$ cat src/rtl/fifo_write_arbiter.sv
// fifo_write_arbiter
//   Round-robin arbiter that lets NREQ requesters share the write port of a
//   FIFO. A grant lasts up to BURST beats. It ends early if the owner drops
//   valid. Exactly one IDLE cycle separates consecutive grants.
//
// Handshake: requester i offers a word by raising req_valid[i]. It holds
//   req_valid[i] and its slice of req_data until req_ready[i] is high. A
//   word is transferred on a rising wclk edge where
//   req_valid[i] & req_ready[i]. req_ready[i] is high only for the owner,
//   and only while the FIFO is not full (req_ready[owner] == wen).
//
// Optional feature: define FIFO_ARB_STATS_EN to build per-requester 16-bit
//   saturating accepted-beat counters on beat_count. Without it beat_count
//   is tied to 0.
//
// Ports:
//   wclk        in   write-side clock, rising edge
//   reset_n     in   asynchronous active-low reset
//   req_valid   in   [NREQ]        requester i offers a word
//   req_data    in   [NREQ*WIDTH]  requester i word at [i*WIDTH +: WIDTH]
//   req_ready   out  [NREQ]        requester i word accepted this cycle
//   full        in   FIFO full flag
//   wen         out  FIFO write enable
//   data_in     out  [WIDTH]       FIFO write data (0 when idle)
//   grant_id    out  [3]           current owner, 0 when idle
//   busy        out  high while in GRANT (exposes FSM state)
//   beat_count  out  [NREQ*16]     per-requester accepted-beat counters
module fifo_write_arbiter #(
  parameter int WIDTH = 8,
  parameter int NREQ  = 4,
  parameter int BURST = 4
) (
  input  logic                  wclk,
  input  logic                  reset_n,
  input  logic [NREQ-1:0]       req_valid,
  input  logic [NREQ*WIDTH-1:0] req_data,
  output logic [NREQ-1:0]       req_ready,
  input  logic                  full,
  output logic                  wen,
  output logic [WIDTH-1:0]      data_in,
  output logic [2:0]            grant_id,
  output logic                  busy,
  output logic [NREQ*16-1:0]    beat_count
);

  typedef enum logic {ST_IDLE = 1'b0, ST_GRANT = 1'b1} state_t;

  state_t     r_state, w_state_nxt;
  logic [2:0] r_owner, w_owner_nxt;
  logic [2:0] r_last_owner, w_last_owner_nxt;
  logic [7:0] r_beats, w_beats_nxt;

  logic       w_any;
  logic [2:0] w_pick;
  logic       w_owner_valid;

  // Round-robin pick. Scan distances from far to near so that the nearest
  // valid requester after last_owner is the one written last and wins.
  always_comb begin
    w_any  = 1'b0;
    w_pick = '0;
    for (int k = NREQ; k >= 1; k--) begin
      for (int j = 0; j < NREQ; j++) begin
        if (req_valid[j] && (j == ((int'(r_last_owner) + k) % NREQ))) begin
          w_any  = 1'b1;
          w_pick = 3'(j);
        end
      end
    end
  end

  // Owner-indexed muxes. They are written as decoded loops so the
  // index width always matches the vectors.
  always_comb begin
    w_owner_valid = 1'b0;
    data_in       = '0;
    for (int j = 0; j < NREQ; j++) begin
      if (r_owner == 3'(j)) begin
        w_owner_valid = req_valid[j];
        if (r_state == ST_GRANT) data_in = req_data[j*WIDTH +: WIDTH];
      end
    end
  end

  assign busy     = (r_state == ST_GRANT);
  assign wen      = busy & w_owner_valid & ~full;
  assign grant_id = busy ? r_owner : 3'd0;

  always_comb begin
    req_ready = '0;
    for (int j = 0; j < NREQ; j++) begin
      req_ready[j] = wen && (r_owner == 3'(j));
    end
  end

  always_comb begin
    w_state_nxt      = r_state;
    w_owner_nxt      = r_owner;
    w_last_owner_nxt = r_last_owner;
    w_beats_nxt      = r_beats;
    case (r_state)
      ST_IDLE: begin
        if (w_any) begin
          w_state_nxt = ST_GRANT;
          w_owner_nxt = w_pick;
          w_beats_nxt = '0;
        end
      end
      ST_GRANT: begin
        if (!w_owner_valid) begin
          // The owner withdrew. Its turn still counts as used, so the next
          // pick starts after it and no requester can starve.
          w_state_nxt      = ST_IDLE;
          w_last_owner_nxt = r_owner;
        end else if (wen) begin
          w_beats_nxt = r_beats + 8'd1;
          if (r_beats == 8'(BURST - 1)) begin
            w_state_nxt      = ST_IDLE;
            w_last_owner_nxt = r_owner;
          end
        end
      end
      default: w_state_nxt = ST_IDLE;
    endcase
  end

  // last_owner resets to NREQ-1, so requester 0 is first after reset.
  always_ff @(posedge wclk or negedge reset_n) begin
    if (!reset_n) begin
      r_state      <= ST_IDLE;
      r_owner      <= '0;
      r_last_owner <= 3'(NREQ - 1);
      r_beats      <= '0;
    end else begin
      r_state      <= w_state_nxt;
      r_owner      <= w_owner_nxt;
      r_last_owner <= w_last_owner_nxt;
      r_beats      <= w_beats_nxt;
    end
  end

`ifdef FIFO_ARB_STATS_EN
  logic [15:0] r_beat_cnt [NREQ];

  always_ff @(posedge wclk or negedge reset_n) begin
    if (!reset_n) begin
      for (int j = 0; j < NREQ; j++) r_beat_cnt[j] <= '0;
    end else begin
      for (int j = 0; j < NREQ; j++) begin
        if (req_ready[j] && (r_beat_cnt[j] != 16'hFFFF)) begin
          r_beat_cnt[j] <= r_beat_cnt[j] + 16'd1;
        end
      end
    end
  end

  always_comb begin
    beat_count = '0;
    for (int j = 0; j < NREQ; j++) beat_count[j*16 +: 16] = r_beat_cnt[j];
  end
`else
  assign beat_count = '0;
`endif

endmodule

$ cat config.mk
export PLATFORM = sky130hd
export DESIGN_NAME = fifo_write_arbiter
export DESIGN_NICKNAME = d
export VERILOG_FILES = /design/src/rtl/fifo_write_arbiter.sv
export SDC_FILE = /design/constraint.sdc
export NUM_CORES = 1
export LEC_CHECK = 0
export CORE_AREA = 2 2 75 77
export CTS_BUF_LIST = sky130_fd_sc_hd__clkbuf_16
export DETAILED_ROUTE_END_ITERATION = 7
export DIE_AREA = 0 0 77 79
export PLACE_DENSITY = 0.82
export SLEW_MARGIN = 40
export SYNTH_ARGS = -nofsm -noshare
export SYNTH_HDL_FRONTEND = slang
export SYNTH_SLANG_ARGS = --single-unit
$ cat constraint.sdc
create_clock -name wclk -period 5.17 [get_ports wclk]
set_input_delay 0.7755 -clock wclk [delete_from_list [all_inputs] [get_ports wclk]]
set_output_delay 0.7755 -clock wclk [all_outputs]
set_load 0.005 [all_outputs]
==> flow_metrics.env <==
export IMPL_fin_crit_ps=3270
export IMPL_relSlewSlack=0.604
export IMPL_ctsHoldBuffers=0
export IMPL_grt_start_max_net_pins=18
export IMPL_antenna_found_initial=0
export IMPL_clk_pin_slew_ps=40
export IMPL_drive_gt1_frac=0.0950
export IMPL_ff_latch_area_sq_um=329
export IMPL_avgSynthCellArea_sq_um=8.92
export IMPL_pwr_share_clk=0.194
export IMPL_fin_tns_setup_ps=0
export IMPL_post_drt_wl_per_cell_um=11.2
export IMPL_grt_pass1_vias=1135
export IMPL_drtAntennaViolNets=0
export IMPL_final_nets=262
export IMPL_rows=27
export IMPL_hold_viol=0
export IMPL_core_sq_um=5340
export IMPL_power_mw=0.734
export IMPL_clock_fmax_mhz=306
export IMPL_synth_async_reset_ratio=1.00
export IMPL_crit_top_cell="clkdlybuf4s50_1"
export IMPL_leakage_nw=0.841
export IMPL_cp_start_kind="input pin"
export IMPL_cts_buffers=3
export IMPL_routed_wl_um=3270
export IMPL_gp_congestion=0.827
export IMPL_ys_seq_elements=13
export IMPL_dieArea_sq_um=6080
export IMPL_synth_area_leader_cell="buf_4"
export IMPL_synth_distinct_cells=33
export IMPL_dp_cells=289
export IMPL_clock_latency_ps=240
export IMPL_max_slew_worst_pin_slew_ps=592
export IMPL_swShare=0.341
export IMPL_met2_wirelength_um=1660
export IMPL_dr_total_vias=1182
export IMPL_multi_input_area_sq_um=893
export IMPL_status="finished, final reports clean"
export IMPL_met3_length_um=328
export IMPL_synth_edf_count=0
export IMPL_drc=0
export IMPL_io_pins=120
export IMPL_cap_violations=0
export IMPL_ys_warn_count=0
export IMPL_grt_setup_unrepaired="no"
export IMPL_crit_type="input pin to output pin"
export IMPL_fin_crit_sh=0.633
export IMPL_n_antenna_cell=0
export IMPL_grt_pass1_wl_um=5360
export IMPL_yosysMostFrequentCell="buf_4"
export IMPL_synth_area_sq_um=1520
export IMPL_io_buffers=54
export IMPL_setup_violations_final=0
export IMPL_seqPwrFrac=0.290
export IMPL_grt_ovfl_total=0
export IMPL_start_util=0.284
export IMPL_hpwlAfterDp_um=2680
export IMPL_power_density_nw_per_um2=375
export IMPL_root_buffer="clkbuf_16"
export IMPL_cts_path_max_buffers=2
export IMPL_routed_top_layer="met4"
export IMPL_ys_seq_area_frac=0.216
export IMPL_cp_cell_sequence="clkdlybuf4s50_1 > or3b_4 > o22a_4 > inv_1 > clkdlybuf4s50_1"
export IMPL_met1Wirelength_um=1270
export IMPL_power_frac_comb=0.516
export IMPL_h_tree_depth=1
export IMPL_end_kind="output pin"
export IMPL_nFillCells=546
export IMPL_tritoncts="built"
export IMPL_instances_no_fill=293
export IMPL_slew_violations=0
export IMPL_p_switching_mw=0.251
export IMPL_post_drt_via_cell_ratio=4.03
export IMPL_cts_repair_resized=0
export IMPL_rrSetupSlack_ps=3080
export IMPL_drt_iter0_markers=15
export IMPL_die_y_um=79
export IMPL_fin_skew_ps=4.85
export IMPL_crit_family="buffers and inverters"
export IMPL_area_growth_pct=29.1
export IMPL_grt_usage=0.108
export IMPL_first_pass_iters=4
export IMPL_critPathMaxFanout=15
export IMPL_p_int_mw=0.484
export IMPL_max_stage_delay_ps=490
export IMPL_netlist_instances=170
export IMPL_hold_path_class="flop to flop"
export IMPL_synthTopCellsByArea="buf_4 32%, dfrtp_1 18%, mux4_2 12%"
export IMPL_cts_sinks=13
export IMPL_cts_setup_buffers=0
export IMPL_critPathRequiredTime_ps=4390
export IMPL_yosys_area_top_type_share=0.322
export IMPL_max_vdd_ir_drop_mv=0.179
export IMPL_cp_data_arrival_time_ps=2500
export IMPL_die_w_um=77
export IMPL_ys_flop_type="dfrtp_1"
export IMPL_postLayoutCoreUtil=0.367
export IMPL_ys_top_cells_by_count="65 x buf_4, 13 x nand2_1, 11 x dfrtp_1, 10 x and2_1, 8 x mux4_2"
export IMPL_crit_slowest_cell="clkdlybuf4s50_1"
export IMPL_path_buf_inv=3
==> layer usage <==
metal / track usage / vias to the layer above
li1: - / 559
met1: 0.123 / 549
met2: 0.201 / 72
met3: 0.0307 / 2
met4: 0.0214 / 0
met5: 0 / -
==> placed cells by master, fill, tap and decap left out <==
cell type	count
conb_1	65
clkdlybuf4s50_1	54
nand2_1	13
and2_1	10
dfrtp_1	10
mux4_2	8
mux2i_1	6
inv_1	6
nand3_1	6
o21ai_0	4
o31ai_1	4
nor2_1	3
a21oi_1	3
o211ai_1	3
clkbuf_16	3
nor3b_1	2
nor4_1	2
mux2_2	2
dfstp_2	2
nand3b_1	1
or3b_4	1
o22a_4	1
o41ai_1	1
nor4b_1	1
or4_1	1
a21boi_1	1
nor3_1	1
nor2b_1	1
o221a_2	1
a31o_2	1
o22ai_1	1
ha_1	1
buf_4	1
dfrtp_2	1
==> cell families after synthesis <==
family          Yosys count  share of synthesized area
simple gates             42                      0.149
compound gates           20                     0.0974
buf+inv                  77                      0.353
other cells               1                    0.00247
flops                    13                      0.216
mux                      16                      0.173
fa+ha+maj                 1                    0.00825
==> per-stage QoR <==
| stage | hold slack, ps | instance area (sq um) | setup slack, ps |
|---|---|---|---|
| floorplan | 449 | 1760 | 2780 |
| global placement | 468 | 1880 | 1900 |
| detailed placement | 497 | 1880 | 1910 |
| CTS | 503 | 1960 | 1890 |
| global route | 547 | 1960 | 1850 |
| finish | 494 | 1960 | 1900 |
==> path summary, 6_finish.rpt <==
| path | from | to | cells after the start |
|---|---|---|---|
| max in group asynchronous | reset_n | r_owner[0] | 1 |
| min in group asynchronous | reset_n | r_beats[0] | 1 |
| worst min register to register | r_beats[7] | r_beats[7] | 1 |
| worst min-delay path | r_beats[7] | r_beats[7] | 1 |
| worst max register to register | r_owner[1] | r_beats[6] | 4 |
| worst max-delay path | full | wen | 5 |
==> flip-flops by register name (all words and copies together), names as in the netlist <==
register	count
r_owner	2
r_beats	8
r_last_owner	2
busy	1
==> area by class of cell <==
type | count | share of cell area
tap | 72 | 0.0460
clock buffer | 3 | 0.0383
multi-input combinational | 144 | 0.456
inverter | 5 | 0.00958
sequential | 13 | 0.168
clock inverter | 1 | 0.00192
timing repair buffer | 55 | 0.280
==> power by group through the flow <==
stage / combinational [mW] / sequential [mW] / clock (mW)
floorplan: 0.300 / 0.154 / 0
global placement: 0.369 / 0.214 / 0
detailed placement: 0.380 / 0.217 / 0
CTS: 0.381 / 0.216 / 0.147
global route: 0.412 / 0.229 / 0.152
finish: 0.379 / 0.213 / 0.143
(Power assumes the default switching activity.)
